==> config.mk <==
export PLATFORM = sky130hd
export DESIGN_NAME = port_host
export DESIGN_NICKNAME = d
export VERILOG_FILES = /design/src/rtl/port_host.sv
export SDC_FILE = /design/constraint.sdc
export NUM_CORES = 1
export LEC_CHECK = 0
export BUFFER_PORTS_ARGS = -buffer_cell sky130_fd_sc_hd__clkbuf_2
export CORE_UTILIZATION = 45
export CTS_BUF_LIST = sky130_fd_sc_hd__clkbuf_2
export CTS_CLUSTER_SIZE = 25
export DETAILED_ROUTE_END_ITERATION = 7
export GPL_TIMING_DRIVEN = 0
export PLACE_DENSITY_LB_ADDON = 0.15
export SYNTH_ARGS = -nofsm -noshare
export SYNTH_HDL_FRONTEND = slang
export SYNTH_SLANG_ARGS = --single-unit
==> constraint.sdc <==
create_clock -name clk -period 1.9 [get_ports clk]
set_input_delay 0.38 -clock clk [delete_from_list [all_inputs] [get_ports clk]]
set_output_delay 0.38 -clock clk [all_outputs]
set_load 0.01 [all_outputs]
==> src/rtl/port_host.sv <==
// Host-side driver for the 16-bit I/O port: queues host words into timed port_write strobes
// and reports port_out changes back through a valid/ack register. Optional: PORT_HOST_OVERRUN_EN.
module port_host #(
    parameter int DEPTH = 4,
    parameter int PULSE = 10,
    parameter int GAP   = 16
) (
    input  logic        clk,
    input  logic        reset,
    input  logic        push,
    input  logic [15:0] push_data,
    output logic        full,
    output logic        empty,
    output logic        busy,
    output logic        port_write,
    output logic [15:0] port_in,
    input  logic [15:0] port_out,
    output logic        out_valid,
    output logic [15:0] out_data,
    input  logic        out_ack
`ifdef PORT_HOST_OVERRUN_EN
    ,
    output logic        overrun
`endif
);

    localparam int AW   = $clog2(DEPTH);
    localparam int CMAX = (PULSE > GAP) ? PULSE : GAP;
    localparam int CW   = (CMAX < 2) ? 1 : $clog2(CMAX);
    localparam logic [CW-1:0] PULSE_LOAD = CW'(PULSE - 1);
    localparam logic [CW-1:0] GAP_LOAD   = (GAP == 0) ? '0 : CW'(GAP - 1);
    localparam logic [AW:0]   DEPTH_CNT  = (AW + 1)'(DEPTH);

    typedef enum logic [1:0] {
        S_IDLE  = 2'd0,
        S_PULSE = 2'd1,
        S_GAP   = 2'd2
    } state_t;

    state_t        state, state_next;
    logic [CW-1:0] cnt, cnt_next;
    logic          pw_next;
    logic          pop;
    logic          push_ok;

    logic [15:0]   mem [DEPTH];
    logic [AW-1:0] wr_ptr, rd_ptr;
    logic [AW:0]   count, count_next;

    logic [15:0]   prev_out;
    logic          change;

    // full is the registered flag, so a push on full is dropped even if a pop happens this edge
    assign push_ok = push && !full;
    assign busy    = (state != S_IDLE);
    assign change  = (port_out != prev_out);

    always_comb begin
        state_next = state;
        cnt_next   = cnt;
        pw_next    = port_write;
        pop        = 1'b0;
        case (state)
            S_IDLE: begin
                if (!empty) begin
                    pop        = 1'b1;
                    pw_next    = 1'b1;
                    cnt_next   = PULSE_LOAD;
                    state_next = S_PULSE;
                end
            end
            S_PULSE: begin
                if (cnt == '0) begin
                    pw_next = 1'b0;
                    if (GAP == 0) begin
                        state_next = S_IDLE;
                    end else begin
                        cnt_next   = GAP_LOAD;
                        state_next = S_GAP;
                    end
                end else begin
                    cnt_next = cnt - CW'(1);
                end
            end
            S_GAP: begin
                if (cnt == '0) begin
                    state_next = S_IDLE;
                end else begin
                    cnt_next = cnt - CW'(1);
                end
            end
            default: state_next = S_IDLE;
        endcase
    end

    always_comb begin
        count_next = count;
        if (push_ok && !pop) begin
            count_next = count + (AW + 1)'(1);
        end else if (!push_ok && pop) begin
            count_next = count - (AW + 1)'(1);
        end
    end

    always_ff @(posedge clk) begin
        if (push_ok) begin
            mem[wr_ptr] <= push_data;
        end
    end

    always_ff @(posedge clk) begin
        if (reset) begin
            state      <= S_IDLE;
            cnt        <= '0;
            port_write <= 1'b0;
            port_in    <= '0;
            wr_ptr     <= '0;
            rd_ptr     <= '0;
            count      <= '0;
            full       <= 1'b0;
            empty      <= 1'b1;
        end else begin
            state      <= state_next;
            cnt        <= cnt_next;
            port_write <= pw_next;
            if (push_ok) begin
                wr_ptr <= wr_ptr + AW'(1);
            end
            if (pop) begin
                port_in <= mem[rd_ptr];
                rd_ptr  <= rd_ptr + AW'(1);
            end
            count <= count_next;
            full  <= (count_next == DEPTH_CNT);
            empty <= (count_next == '0);
        end
    end

    // A fresh change always wins over a same-edge acknowledge
    always_ff @(posedge clk) begin
        if (reset) begin
            prev_out  <= '0;
            out_valid <= 1'b0;
            out_data  <= '0;
        end else begin
            prev_out <= port_out;
            if (change) begin
                out_valid <= 1'b1;
                out_data  <= port_out;
            end else if (out_ack) begin
                out_valid <= 1'b0;
            end
        end
    end

`ifdef PORT_HOST_OVERRUN_EN
    always_ff @(posedge clk) begin
        if (reset) begin
            overrun <= 1'b0;
        end else if (change && out_valid && !out_ack) begin
            overrun <= 1'b1;
        end
    end
`endif

endmodule

# Word-level counts from Yosys, hierarchy flattened
# Memory sizes are Yosys's and may differ from the RTL's. A register that Yosys moved wholly into a read port is not among the register bits.
# Cells that the tools add are included.
[totals]
ff_bits = 49
mem_bits_rw = 64
in_bits = 36
out_inout_bits = 37
wordCells = 60
mem_count = 1
[classes]
n_addsub = 5
eq_ne = 8
mux = 19
n_reduce_logical = 16
[memory_table]
columns = ["name", "words", "width", "read_ports", "rd_clocked_by_memory_dff", "wr", "line", "rtl"]
rows = [
  ["mem", 4, 16, 1, 1, 1, "46", "logic [15:0] mem [DEPTH];"],
]
[ops]
columns = ["cell", "count"]
rows = [
  ["inequality test 16 bit", 1],
  ["two-way mux 4 bit", 3],
  ["case mux 4 bit (3 select lines)", 1],
  ["AND reduction 3 bit", 3],
  ["two-way mux 1 bit", 8],
  ["inequality test 2 bit, second input constant", 4],
  ["two-way mux 2 bit", 3],
  ["two-way mux 3 bit", 2],
  ["case mux 2 bit (3 select lines)", 1],
  ["nonzero test 2 bit", 3],
  ["adder 2 x 1 -> 2 bit, second input constant", 2],
  ["logical NOT 4 bit", 1],
  ["subtractor 4 x 1 -> 4 bit, second input constant", 1],
  ["adder 3 x 1 -> 3 bit, second input constant", 1],
  ["equality test 3 bit, second input constant", 1],
  ["logical AND 1 bit", 3],
  ["logical NOT 1 bit", 3],
  ["logical NOT 3 bit", 1],
  ["nonzero test 3 bit", 1],
  ["subtractor 3 x 1 -> 3 bit, second input constant", 1],
  ["equality test 2 x 1 -> 1 bit, second input constant", 1],
  ["equality test 2 bit, second input constant", 1],
  ["logical NOT 2 bit", 1],
  ["case mux 1 bit (2 select lines)", 1],
]

# Logic depth before layout (Yosys ltp)
# Gate-level depths: netlist of the first run.
[depth]
ltp_word = 7
ltp_mapped = 9
mapped_depth_nobuf = 7

# Least setup slack after synthesis of the first run
# OpenSTA, ideal clock, no wires.
[synth_path]
kind = "register to register"
startpoint = "reg state[0]"
endpoint = "reg empty"
setup_time_ns = 0.115
arrival_time_ns = 1.564
required_time_ns = 1.785
slack_ns = 0.221
stages_incl_launch_ff = 10
n_path_buf = 2
synth_period_minus_slack_ns = 1.679
cell_sequence = "dfxtp_1 -> inv_1 -> ha_1 -> buf_2 -> nand2b_1 -> buf_2 -> nand3_1 -> and3b_1 -> nor3_2 -> o21ba_2"
[synth_via]
elab_chain_len = 6
elab_cells_between_ends = 8
classes_between = "mux: 3; reduce/logical: 5"
[synth_rtl]
columns = ["element", "line", "rtl"]
rows = [
  ["from (decl)", "40", "state_t state, state_next;"],
  ["from (signal assigned)", "123", "state <= state_next;"],
  ["logical NOT 2 bit *", "63", "case (state)"],
  ["two-way mux 1 bit *", "63", ""],
  ["logical AND 1 bit / logical NOT 1 bit (equally long branches)", "100, 98", ""],
  ["two-way mux 3 bit / logical AND 1 bit (equally long branches)", "100, 98", ""],
  ["two-way mux 3 bit *", "98", "if (push_ok && !pop) begin"],
  ["logical NOT 3 bit *", "135", "empty <= (count_next == '0);"],
  ["to (signal assigned)", "135", ""],
  ["to (decl)", "13", "output logic empty,"],
]
# Mark *: on every way between the ends. The rest lies on a longest branch, timed or not.
# A chain may end at the register's enable or synchronous reset.

# Final worst setup path of the first run
[layout_path]
startpoint = "reg state[1]"
endpoint = "out busy"
[layout_via]
elab_chain_len = 1
[layout_rtl]
columns = ["element", "line", "rtl"]
rows = [
  ["nonzero test 2 bit", "55", "assign busy = (state != S_IDLE);"],
  ["to (decl)", "14", "output logic busy,"],
]
# Every way passes these cells.

==> impl_metrics.toml, run 1 <==
[status]
status = "finished clean"

[drt]
dr_total_vias = 3297
drt_iter0_drc = 191
dr.pass1.iters = 4
drt-wirelength-per-cell_um = 14.9
wirelength_mm = 10.0
route.detailed.drc = 0
antenna_left = 0
viasPerCell = 4.89

[worst_setup_path]
reg2reg_depth = 9
critPathArrivalTime_ns = 1.40
endpoint_kind = "output port"
critPathKind = "flop to output port"
critPathLaunchType = "flop"
worstPathMaxFanout = 3
cp.required_ns = 1.52

[cts]
cts_root_buf = "clkbuf_2"
cts_tree = "yes"
cts.path.max_buffers = 2
clkSlewWorstSetupHoldPaths_ns = 0.19
cts_num_sinks = 129
htreeDepth = 4
clock_latency_ns = 0.68
cts_buffers = 17

[power]
fin_total_pwr_mw = 7.89
ir_worst_vdd_mv = 0.764
power-per-cell-area_nw_per_um2 = 1240
p_leak_nw = 2.59

[sta]
max_freq_mhz = 563
finalCritPeriodShare = 0.934
worstMarginPinSlew_ns = 0.584
maxSlewHeadroom = 0.611
min_period_ns = 1.78
fin_ws_ns = 0.125
final_hold_viol_count = 0
rsz0062_at_grt = "true"
finClkSkew_ns = 0.0232
finalMaxSlewViolations = 0
setup_violations = 0

[floorplanning]
die_w_um = 108
die_height_um = 108
core-area_sq_um = 10900
ios = 73
die_area_sq_um = 11600
std_cell_rows = 38
start_util = 0.463

[logic_synthesis]
synth_top_area_share = 0.381
yosys.area.top_type = "edfxtp_1"
ys_seq_area_frac = 0.639
synthArstFlopShare = 0
yosys_warnings = 0
netlist_area_sq_um = 5040
yosysUniqueCellTypes = 40
synth_cells = 387
ys_top_cells_by_area = "edfxtp_1, dfxtp_1, mux4_2"
synth_area_per_cell_sq_um = 13.0
synth_edf_count = 64
ys.flop_type = "dfxtp_1"
ys_seq_elements = 129
synth_nets = 434

[global_route]
antenna_found_initial = 1
grt_overflow = 0
grt_use_total = 0.187
grt_pass1_wl_mm = 15.7
grt_pass1_vias = 3137
grt_max_degree = 17

[layout]
layout.nets = 567
area_growth_pct = 25.9
final_core_util = 0.583
drive_gt1_frac = 0.291

[flow_run]
drv_cap = 0

[placement]
dp_hpwl_mm = 6.27
pre_cts_slack_ns = -0.238
io_buffers = 71
gp_congestion = 0.781

[min_path]
hold_path.class = "primary input to flop"
whs_path_depth = 2
synth_stat cells, types with 2 or more instances:
master,instances
a21oi_1,25
a311oi_1,3
and2_1,5
buf_2,7
buf_4,2
clkbuf_1,8
dfxtp_1,65
edfxtp_1,64
ha_1,11
inv_1,10
mux2i_1,17
mux4_2,16
nand2_1,46
nand2b_1,2
nand3_1,3
nor2_1,33
nor2b_1,20
nor3_1,2
nor4_1,4
o21ai_0,6
xnor2_1,3
xor2_1,17
metrics by stage:
stage | hold slack [ns] | area [sq um] | setup TNS (ns) | cells
floorplan | 0.459 | 5040 | 0 | 387
global placement | 0.444 | 5570 | -11.32 | 598
detailed placement | 0.450 | 5570 | -13.77 | 598
CTS | 0.00164 | 6310 | -0.0733 | 673
global route | 0.0445 | 6350 | -0.0554 | 674
finish | 0.0797 | 6350 | 0 | 674
what timing repair did:
action | in CTS | in global routing
pin swaps | 0 | 2
endpoints found under the setup margin | 78 | 14
endpoints found under the hold margin | 98 | 0
gates resized for setup | 16 | 7
hold buffers | 36 | 0
buffers inserted | 7 | 1
layout make-up:
cell class	count	area (sq um)
diodes	1	2.50
clock inverters	15	211
inverters	10	37.5
clock buffers	17	85.1
fillers	879	4540
plain buffers	19	116
flip-flops and latches	129	3230
repair buffers	115	782
well taps	140	175
multi-input cells	228	1710
critical path, cell delays in order (launching register included):
cell and delay, ns:
dfxtp_2 0.37, inv_2 0.07, ha_4 0.15, inv_2 0.03, buf_6 0.11
layer usage:
layer  global-route usage  up-vias  wire length [um]
li1                     -     1640                 -
met1                0.220     1563              4390
met2                0.313       83              5020
met3               0.0611       11               489
met4               0.0783        0               134
met5                    0        -                 0
worst paths after layout:
path | start | endpoint | slack (ns)
worst min-delay path | reset | prev_out[15] | 0.08
worst min register to register | port_in[4] | port_in[4] | 0.47
worst max register to register | state[0] | cnt[2] | 0.13
worst max-delay path | state[1] | busy | 0.12
cell families (layout without fill, tap and decap cells):
group / Yosys count / count (layout) / share of synthesized area
flops: 129 / 129 / 0.639
simple gates: 121 / 121 / 0.112
compound gates: 43 / 43 / 0.0506
mux: 33 / 33 / 0.105
buf+inv: 30 / 176 / 0.0303
xor+xnor: 20 / 20 / 0.0347
fa+ha+maj: 11 / 11 / 0.0273
other cells: 0 / 1 / 0
sequential cells by signal, indices dropped and copies added (netlist names), 2 cells and up:
| name | flops |
|---|---|
| cnt | 4 |
| state | 2 |
| wr_ptr | 2 |
| mem | 64 |
| out_data | 16 |
| rd_ptr | 2 |
| prev_out | 16 |
| port_in | 16 |
| count | 3 |
power by group:
| group | internal, mW | switching, mW | total, mW |
|---|---|---|---|
| clock network | 0.878 | 1.07 | 1.95 |
| logic | 1.15 | 1.27 | 2.42 |
| registers | 3.31 | 0.210 | 3.52 |
placed cells by master, fill, tap and decap left out, types with 7 or more instances in the layout:
cell type,instances
edfxtp_1,64
clkbuf_2,88
inv_1,7
clkbuf_1,7
mux4_2,16
nor2b_1,20
a21oi_1,25
nand2_1,46
mux2i_1,17
dlygate4sd3_1,36
buf_4,12
ha_1,10
xor2_1,17
dfxtp_1,62
nor2_1,33
(Power assumes the default switching activity.)
==> run 2: changes to the inputs <==
--- a/config.mk
+++ b/config.mk
@@ -5,8 +5,9 @@
 export SDC_FILE = /design/constraint.sdc
 export NUM_CORES = 1
 export LEC_CHECK = 0
+export ABC_AREA = 1
 export BUFFER_PORTS_ARGS = -buffer_cell sky130_fd_sc_hd__clkbuf_2
-export CORE_UTILIZATION = 45
+export CORE_UTILIZATION = 30
 export CTS_BUF_LIST = sky130_fd_sc_hd__clkbuf_2
 export CTS_CLUSTER_SIZE = 25
 export DETAILED_ROUTE_END_ITERATION = 7
@@ -15,3 +16,4 @@
 export SYNTH_ARGS = -nofsm -noshare
 export SYNTH_HDL_FRONTEND = slang
 export SYNTH_SLANG_ARGS = --single-unit
+export TNS_END_PERCENT = 5
==> impl_metrics.toml, run 2 <==
[logic_synthesis]
synthArstFlopShare = 0
muxShareOfSynthArea = 0
synth_cells = 607
synth_nets = 654
synth_top_family_by_area = "simple AND/OR/NAND/NOR gates"
yosysMostFrequentCell = "nor2_1"
ys_top_cells_by_area = "edfxtp_1, dfxtp_1, nor2_1"
synth_edf_count = 64
synthXorXnorAreaFrac = 0.00480
ys.flop_type = "dfxtp_1"
synth_compound_area_frac = 0.103
synth_top_area_share = 0.351
ys_seq_area_frac = 0.588
synthSimpleGateAreaFrac = 0.186
yosys.area.top_type = "edfxtp_1"
ys_seq_elements = 129
synthTopCellsByCount = "nor2_1, inv_1, nand2_1"
netlist_area_sq_um = 5480
yosysUniqueCellTypes = 30
synth_area_per_cell_sq_um = 9.03
yosys_warnings = 0
synth_fa_ha_area_frac = 0.0251

[sta]
final_hold_viol_count = 0
rsz0062_at_grt = "true"
worstMarginPinSlew_ns = 0.684
fin_hold_ws_ns = 0.132
fin_ws_ns = 0.134
min_period_ns = 1.77
max_freq_mhz = 566
finalMaxSlewViolations = 0
finClkSkew_ns = 0.0242
setup_violations = 0
finalCritPeriodShare = 0.930
maxSlewHeadroom = 0.544
tns_ns = 0

[worst_setup_path]
critPathKind = "flop to output port"
critPathLaunchType = "flop"
r2r_start = "state[0]"
cp-endpoint = "busy"
endpoint_kind = "output port"
crit_start = "state[0]"
reg2reg_depth = 12
critPathArrivalTime_ns = 1.39
worstReg2RegEnd = "full"
cp.required_ns = 1.52
regToRegSetupSlack_ns = 0.22
worstPathMaxFanout = 2

[power]
p_int_mw = 5.07
switching_share = 0.363
clockPowerShare = 0.221
power-per-cell-area_nw_per_um2 = 1160
ir_worst_vdd_mv = 0.540
p_seq_frac = 0.447
switchingPower_mw = 2.90
pwr-share-comb = 0.333
p_leak_nw = 3.07

[placement]
gp_congestion = 0.750
dp_cells = 912
pre_cts_slack_ns = 0.00921
placed_cell_area_sq_um = 6210
dp_hpwl_mm = 9.12
io_buffers = 72

[cts]
cts.path.max_buffers = 2
cts_tree = "yes"
cts_root_buf = "clkbuf_2"
cts_buffers = 17
clkSlewWorstSetupHoldPaths_ns = 0.20
clock_latency_ns = 0.65
cts_num_sinks = 129
htreeDepth = 4

[layout]
final_cell_mix = "nor2_1, inv_1, clkbuf_2"
largest-register = "mem"
fin_cells = 985
drive_gt1_frac = 0.203
layout_commonest_cell = "nor2_1"
layout.nets = 788
fillers = 1851
postLayoutCellArea_sq_um = 6870
area_growth_pct = 25.3
largest_reg_flops = 64

[floorplanning]
die_w_um = 137
core-area_sq_um = 17900
die_area_sq_um = 18800
ios = 73
die_height_um = 137
start_util = 0.306
std_cell_rows = 49

[min_path]
hold_path.class = "primary input to flop"

[global_route]
grt_max_degree = 17
grt_pass1_vias = 4241
grt_overflow = 0
antenna_found_initial = 1
grt_use_total = 0.154
grt_pass1_wl_mm = 21.5

[flow_run]
drv_cap = 0

[drt]
drt-wirelength-per-cell_um = 13.5
wirelength_mm = 13.3
route.detailed.drc = 0
dr.pass1.iters = 5
drt_iter0_drc = 245
antenna_left = 0
viasPerCell = 4.40
dr_total_vias = 4338

[status]
status = "finished clean"
[run 2: cell count changes after synthesis, moves of 20 or more]
cell,delta
nor2b_1,-20
inv_1,+82
o21ai_0,+38
nand2_1,+35
nor2_1,+82
[run 2: layout make-up]
type / instances / area, sq um / area share
clock buffer: 17 / 85.1 / 0.0124
sequential: 129 / 3230 / 0.470
buffer: 24 / 153 / 0.0222
inverter: 95 / 359 / 0.0523
antenna: 2 / 5.00 / 0.000729
tap: 229 / 287 / 0.0417
multi-input combinational: 359 / 1770 / 0.258
timing repair buffer: 115 / 815 / 0.119
clock inverter: 15 / 168 / 0.0244
[run 2: cells by family after synthesis]
logic type,after synthesis
and+or+nand+nor,238
DFF,129
buffers and inverters,119
AOI/OAI and AO/OA,107
adders and majority gates,11
xor gates and xnor gates,3
[run 2: power groups by stage]
stage	Clock [mW]	Sequential [mW]	Combinational (mW)
global route	1.95	3.61	3.03
floorplan	0	3.67	1.56
detailed placement	0	3.62	2.52
global placement	0	3.62	2.43
finish	1.76	3.56	2.65
CTS	1.85	3.56	2.69
[run 2: critical path, stage by stage (launching register included)]
cell and delay, ns:
dfxtp_2 0.38, inv_2 0.05, ha_4 0.16, inv_4 0.06, buf_6 0.09
[run 2: what timing repair did]
action,4_1_cts,5_1_grt
setup endpoints to repair,1,1
hold buffers,33,0
resized for setup,7,2
pin swaps,1,0
endpoints found under the hold margin,97,0
buffers inserted,6,0
[run 2: worst min path at each step]
| stage | end | start | slack (ns) | cells past startpoint |
|---|---|---|---|---|
| floorplan | cnt[1] | cnt[1] | 0.45 | 2 |
| global placement | state[1] | state[1] | 0.48 | 2 |
| detailed placement | port_write | port_write | 0.47 | 2 |
| CTS | cnt[2] | reset | 0.03 | 4 |
| global route | cnt[2] | reset | 0.06 | 4 |
| finish | cnt[2] | reset | 0.13 | 4 |
[run 2: per-stage QoR]
step            util  power, mW
6_report       0.383       7.97
5_1_grt        0.383       8.59
4_1_cts        0.383       8.10
3_5_place_dp   0.347       6.14
3_3_place_gp   0.342       6.05
2_1_floorplan      -       5.23
[run 2: metal layers]
layer | track usage | up-vias | wire length, um | part of all wire
met5 | 0 | - | 0 | 0
met1 | 0.191 | 2008 | 6080 | 0.46
met3 | 0.0356 | 6 | 545 | 0.041
met4 | 0.0556 | 0 | 85 | 0.0064
met2 | 0.259 | 103 | 6570 | 0.49
li1 | - | 2221 | - | -
